<file path="config.mk">
export PLATFORM = sky130hd
export DESIGN_NAME = seq_detect_param
export DESIGN_NICKNAME = d
export VERILOG_FILES = /design/src/rtl/seq_detect_param.sv
export SDC_FILE = /design/constraint.sdc
export NUM_CORES = 1
export LEC_CHECK = 0
export ABC_AREA = 1
export CAP_MARGIN = 20
export CORE_MARGIN = 2
export CORE_UTILIZATION = 48
export DETAILED_ROUTE_END_ITERATION = 10
export PLACE_DENSITY = 0.76
export SLEW_MARGIN = 20
export SYNTH_ARGS = -nofsm -noshare
export SYNTH_HDL_FRONTEND = slang
export SYNTH_SLANG_ARGS = --single-unit
</file>
<file path="constraint.sdc">
create_clock -name clk -period 1.6 [get_ports clk]
set_input_delay 0.24 -clock clk [delete_from_list [all_inputs] [get_ports clk]]
set_output_delay 0.24 -clock clk [all_outputs]
set_load 0.1 [all_outputs]
</file>
<file path="src/rtl/seq_detect_param.sv">
// -----------------------------------------------------------------------------
// seq_detect_param
//   Serial pattern detector built as a Moore FSM over "bits of PATTERN matched
//   so far". Mismatches fall back along a KMP failure table that is computed
//   from PATTERN at elaboration, so overlapping occurrences are never missed.
//   PATTERN[PATTERN_W-1] is the first bit expected on the line.
//
//   Parameters
//     PATTERN_W  pattern length in bits (2..16)
//     PATTERN    target sequence, MSB received first
//     STICKY     1: latch start_shifting after the first match until
//                   reset/restart; 0: one-cycle pulse per match
//     CNT_W      width of the saturating match counter
//
//   Ports
//     clk             sole clock, rising edge
//     reset           synchronous active-high reset (highest priority)
//     data            serial input bit
//     valid           qualifies data; nothing advances when low
//     restart         synchronous re-arm: clears progress and the sticky flag,
//                     keeps match_count
//     start_shifting  registered match indication
//     progress        registered number of pattern bits currently matched
//                     (reads PATTERN_W while latched in sticky mode)
//     match_count     registered saturating number of matches since reset
// -----------------------------------------------------------------------------
module seq_detect_param #(
    parameter int                   PATTERN_W = 4,
    parameter logic [PATTERN_W-1:0] PATTERN   = 4'b1101,
    parameter bit                   STICKY    = 1'b1,
    parameter int                   CNT_W     = 8
) (
    input  logic                             clk,
    input  logic                             reset,
    input  logic                             data,
    input  logic                             valid,
    input  logic                             restart,
    output logic                             start_shifting,
    output logic [$clog2(PATTERN_W+1)-1:0]   progress,
    output logic [CNT_W-1:0]                 match_count
);

    localparam int PW    = $clog2(PATTERN_W + 1);
    // Table depth rounded up to a power of two so the progress register can
    // index it directly; entries beyond PATTERN_W-1 are never reached.
    localparam int TBL_N = 2 ** PW;

    // Longest proper prefix of PATTERN (length < PATTERN_W) that is a suffix of
    // "first p pattern bits followed by b". When b completes the pattern this
    // yields the failure value of the whole pattern, which is exactly where
    // pulse mode must resume to catch overlapping matches.
    function automatic int kmp_next(input int p, input bit b);
        int best;
        int idx;
        bit ok;
        bit sb;
        best = 0;
        for (int k = 1; k < PATTERN_W; k++) begin
            if (k <= p + 1) begin
                ok = 1'b1;
                for (int j = 0; j < PATTERN_W; j++) begin
                    if (j < k) begin
                        idx = p + 1 - k + j;
                        sb  = (idx == p) ? b : PATTERN[PATTERN_W-1-idx];
                        if (sb != PATTERN[PATTERN_W-1-j]) begin
                            ok = 1'b0;
                        end
                    end
                end
                if (ok) begin
                    best = k;
                end
            end
        end
        return best;
    endfunction

    typedef enum logic {
        S_SEARCH = 1'b0,
        S_DONE   = 1'b1
    } state_t;

    logic [PW-1:0] w_next0 [TBL_N];
    logic [PW-1:0] w_next1 [TBL_N];
    logic [PW-1:0] w_next;
    logic          w_match;

    genvar gi;
    generate
        for (gi = 0; gi < TBL_N; gi++) begin : g_tbl
            if (gi < PATTERN_W) begin : g_live
                assign w_next0[gi] = PW'(kmp_next(gi, 1'b0));
                assign w_next1[gi] = PW'(kmp_next(gi, 1'b1));
            end else begin : g_pad
                assign w_next0[gi] = '0;
                assign w_next1[gi] = '0;
            end
        end
    endgenerate

    state_t           r_state;
    logic [PW-1:0]    r_p;
    logic             r_start;
    logic [CNT_W-1:0] r_cnt;

    assign w_next  = data ? w_next1[r_p] : w_next0[r_p];
    // The last bit received is PATTERN[0]; matching it from the final
    // progress value completes the pattern.
    assign w_match = (r_p == PW'(PATTERN_W - 1)) && (data == PATTERN[0]);

    always_ff @(posedge clk) begin
        if (reset) begin
            r_state <= S_SEARCH;
            r_p     <= '0;
            r_start <= 1'b0;
            r_cnt   <= '0;
        end else if (restart) begin
            r_state <= S_SEARCH;
            r_p     <= '0;
            r_start <= 1'b0;
        end else begin
            case (r_state)
                S_SEARCH: begin
                    if (valid) begin
                        if (w_match) begin
                            r_start <= 1'b1;
                            if (r_cnt != {CNT_W{1'b1}}) begin
                                r_cnt <= r_cnt + CNT_W'(1);
                            end
                            if (STICKY) begin
                                r_state <= S_DONE;
                                r_p     <= PW'(PATTERN_W);
                            end else begin
                                r_p <= w_next;
                            end
                        end else begin
                            r_start <= 1'b0;
                            r_p     <= w_next;
                        end
                    end else if (!STICKY) begin
                        r_start <= 1'b0;
                    end
                end
                S_DONE: begin
                    // Latched: input stream ignored until reset or restart.
                    r_start <= 1'b1;
                    r_p     <= PW'(PATTERN_W);
                end
                default: begin
                    r_state <= S_SEARCH;
                    r_p     <= '0;
                    r_start <= 1'b0;
                end
            endcase
        end
    end

    assign start_shifting = r_start;
    assign progress       = r_p;
    assign match_count    = r_cnt;

endmodule

</file>
# Yosys cells after proc, flatten, opt, wreduce, memory -nomap -nowiden
# Memories as Yosys holds them, arrays and structs flattened.
# Index checks and enable logic that the tools add are counted.
# classes
addsub	1
n_lt_le_gt_ge	1
n_eq_ne	3
muxes	13
bitwise_logic	3
n_reduce_logical	3
# ops
op	n
$mux 3	7
$add 8x1->8 const B	1
$ne 8x8->1 const B	1
$pmux 3 s2	1
$reduce_and 5->1	1
$ge 4x4->1 const B	1
$mux 1	4
$not 3->4	1
$eq 3x2->1 const B	1
$ne 2x2->1 const B	1
$not 1->1	2
$pmux 1 s2	1
$reduce_or 2->1	1
$logic_and 1x1->1	1
# word_totals
ff_bits	13
mem_bits_ro	48
in_bits	5
out_inout_bits	12
wordCells	30
memories	2
# mem_list
name	depth	word_bits	read_ports	rd_ports_with_merged_regs	wr	line_no	text
(no name shown)	8	3	1	0	0	106	assign w_next = data ? w_next1[r_p] : w_next0[r_p];
(no name shown)	8	3	1	0	0	106	

# Logic depth before layout (Yosys ltp)
# logic_depth
depth_word	8
depth_mapped	8
depth_no_buf	8

# Least setup slack after synthesis
# Ideal clock, no wire load.
# synth_path
path_type	reg-to-reg
from	register r_cnt[1], in the netlist match_count[1]
to	register r_cnt[7], in the netlist match_count[7]
setup_time_ns	0.117
t_arrival_ns	1.931
required_time_ns	1.483
setup_slack_ns	-0.447
path_stages_with_launch	9
path_buffers	0
period_less_slack_ns	2.047
cell_sequence	dfxtp_1 ha_1 nand2_2 nor2_4 nand2_4 nand2_4 nor2_1 nor2_1 nor2_1
# synth_via
elab_chain_cells	2
word_cells_on_any_way	3
cone_classes	1 x add/sub; 1 x eq/ne; 1 x reduce/logical
# synth_lines
item	line_no	text
from (decl)	104	logic [CNT_W-1:0] r_cnt;
from (signal assigned)	128	r_cnt <= r_cnt + CNT_W'(1);
parallel branches: the longest is 2 deep, another holds $add 8x1->8	n/a	
# Parallel ways; which one is timed is not known.
# A chain may end at the register's enable or synchronous reset.

# Worst setup path after layout
# layout_path
from	register r_p[0], in the netlist progress[0]
to	register r_cnt[7], in the netlist match_count[7]
# layout_via
elab_chain_cells	3
# layout_lines
item	line_no	text
from (decl)	102	logic [PW-1:0] r_p;
from (signal assigned)	132	r_p <= PW'(PATTERN_W);
from (signal assigned)	134	r_p <= w_next;
from (signal assigned)	138	r_p <= w_next;
$eq 3x2->1	109	assign w_match = (r_p == PW'(PATTERN_W - 1)) && (data == PATTERN[0]);
$logic_and 1x1->1	109	
$reduce_and 5->1 (no source line)	n/a	
# No other way between the ends.

==> summary.md <==
| Metric | Value |
|---|---|
| Core Area | around 1500 sq um |
| Commonest cells in the synthesized netlist | 23 x nand2_1, 13 x inv_1, 12 x dfxtp_1, 12 x nor2_1, 10 x nand3_1 |
| Worst path bufs/invs | 0 |
| Non-Filler Instances | roughly 150 |
| Layout cells sized above 1 | between 30% and 40% |
| Post-DR wirelength/cell | approximately 12 um |
| CTS tree | yes |
| Final min period | 1.33 ns |
| Cell Area, Synth | 790 sq um |
| Setup violations, final | 0 |
| Pins over their slew limit | 0 |
| Most common cell on crit path | nor2_1 |
| DIE AREA | 1990 sq um |
| Placed Cells | roughly 140 |
| Starting Density | between 50% and 60% |
| Power consumption | 622 uW |
| Pin count of the biggest net entering global routing | 11 |
| Seq cells post-synth | 12 |
| Via density per instance | between 5 and 6 |
| Max Clk Rate | ~0.75 GHz |
| Post-synth EDFFs | 0 |
| Hpwl dp | 1320 um |
| Critical Path End Type | flop |
| First-pass GRT wire length | 2750 um |
| # port buffers | 16 |
| Clk pin slew, worst setup/hold paths | 0.08 ns |
| Area Growth Syn to Fin | 44.7% |
| R2R Path Start | progress[0] |
| H-Tree Depth | 1 |
| Top-count cell post-synth | nand2_1 |
| Final WL | approximately 1700 um |
| Die width | roughly 45 um |
| Setup_tns | 0 ns |
| Peak VDD IR | 0.354 mV |
| Syn_area_per_cell | 7.11 sq um |
| Asr flop ratio synth | 0% |
| Cells taking the most area after synthesis | dfxtp_1 30%, nand2_1 11%, ha_1 6.3% |
| Post-route DRC | 0 |
| Lkg Pwr | approximately 0.5 nW |
| Post-synthesis cell type count | 23 |
| Critical Path Source | progress[0] |
| Critical path's top delay family | simple AND/OR/NAND/NOR gates |
| Number of global-route vias before repair | around 630 |
| Area leader, netlist | dfxtp_1 |
| Setup Buffers After CTS | 0 |
| Worst relative slew slack | just under 90% |
| Synthesis warning total | 0 |
| Antenna viol nets, final | 0 |
| Largest stage delay on the critical path | approximately 0.39 ns |
| Cell breakdown of the critical path | ha_1, nand3_4, nor2_8, nand2_4, nor2_1, nor2_1, nor2_1 |
| Max cap viols | 0 |
| Worst Max-Slew Pin Slew | about 0.18 ns |
| CTS Root Cell | clkbuf_4 |
| Predominant post-synthesis flop cell | dfxtp_1 |
| Worst endpoint required time | approximately 1.8 ns |
| Initial antenna violation count | 0 |
| Hold buffer count at CTS | 0 |
| CTS Buf Count | 3 |
| Gpl congestion | 0.910 |
| Die height | roughly 45 um |
| Critical-path top delay cell | dfxtp_2 |
| Finished Cell Area | about 1100 sq um |
| Hold Vio Cnt, Final | 0 |
| Vias | around 760 |
| Worst-path fanout max | 10 |
| Worst-skew pair later-pin latency | ~0.27 ns |
| WS Path Type | reg2reg |
| Gate Count Post-Synth | 111 |
| Net Count, Synth | 120 |
| Startpoint types | flop |
| Drt first pass iters | 4 |
| # rows | 14 |
| Antenna Cells | 0 |
| Post-Place Cell Area | approximately 1100 sq um |
| Clock Path Buffers | 2 |
| Initial DRC count | 15 |
| Clock skew | 0.00336 ns |
| Status | completed |
| Arr. time, crit path | 1.54 ns |
| Worst Hold Class | reg2reg |
| Tcrit/Tclk final | a little over four fifths |
| Total track usage | 19.1% |
| Register area share after synthesis | between 30% and 40% |
| I/O pin total | 17 |
| Worst Min Path Start | match_count[1] |
| Grt total ovfl | 0 |
| Resized cells post-CTS | 0 |
| Clock sink total | 12 |
| Cell Pwr Density | ~540 nW/um^2 |
| Area share of the largest cell type after synthesis | around 30% |
| Nets@finish | 140 |
| RSZ-0062 raised after global routing | false |
layout by cell type (no fill, tap or decap):
| cell type | count |
|---|---|
| a21oi_1 | 7 |
| a21oi_2 | 3 |
| buf_12 | 12 |
| buf_4 | 1 |
| clkbuf_4 | 3 |
| clkbuf_8 | 1 |
| clkdlybuf4s50_1 | 4 |
| dfxtp_1 | 1 |
| dfxtp_2 | 8 |
| dfxtp_4 | 3 |
| ha_1 | 4 |
| inv_1 | 13 |
| inv_2 | 4 |
| nand2_1 | 23 |
| nand2_2 | 3 |
| nand2_4 | 2 |
| nand3_1 | 10 |
| nand3_2 | 1 |
| nand3_4 | 1 |
| nand3b_1 | 1 |
| nand4_1 | 3 |
| nor2_1 | 12 |
| nor2_2 | 2 |
| nor2_4 | 2 |
| nor2_8 | 1 |
| o21ai_0 | 3 |
| or2_1 | 1 |
| xor2_1 | 1 |
layout make-up:
type | instances | area, sq um
fill | 109 | 382
clock buffer | 4 | 36.3
multi-input combinational | 80 | 473
timing repair buffer | 17 | 288
sequential | 12 | 262
inverter | 17 | 63.8
tap | 16 | 20.0
worst min-delay path, stage by stage (launching register included):
cell and delay (ns):
dfxtp_4 0.37, nand2_1 0.06, a21oi_1 0.05
flip-flops by register name (all words and copies together), names as in the netlist:
name and cells:
match_count 8, progress 3, r_state 1
per-layer routing:
layer	part of all wire, %	global-route usage, %	vias up
met1	50	28.0	342
met4	0.95	9.09	0
met5	0	0	-
li1	-	-	396
met2	45	27.2	17
met3	3.7	2.45	4
where the power goes:
group / switching, mW / total (mW) / leakage, nW / internal (mW)
Clock: 0.107 / 0.246 / 0.0210 / 0.138
Sequential: 0.00444 / 0.300 / 0.103 / 0.296
Combinational: 0.0466 / 0.0761 / 0.374 / 0.0296
Total: 0.158 / 0.622 / 0.498 / 0.464
stage by stage:
stage	utilization (%)	hold slack (ns)	worst slack [ns]
3_3_place_gp	72.6	0.484	0.142
3_5_place_dp	72.6	0.504	0.0916
2_1_floorplan	-	0.382	-0.00382
5_1_grt	75.0	0.539	0.190
6_report	75.0	0.519	0.267
4_1_cts	75.0	0.521	0.274
kinds of logic after synthesis:
kind of cell               after synthesis  synth area share (%)
adders and majority gates                4                  6.34
and+or+nand+nor                         62                  42.8
buffers and inverters                   19                  9.67
AOI/OAI and AO/OA                       13                  9.67
DFF                                     12                  30.4
xor gates and xnor gates                 1                  1.11
path summary, 6_finish.rpt:
kind                         end  slack, ns  cells past startpoint
setup reg to reg  match_count[7]       0.27                      7
hold reg to reg   match_count[1]       0.52                      2
setup / recovery  match_count[7]       0.27                      7
hold / removal    match_count[1]       0.52                      2
(Power assumes the default switching activity.)
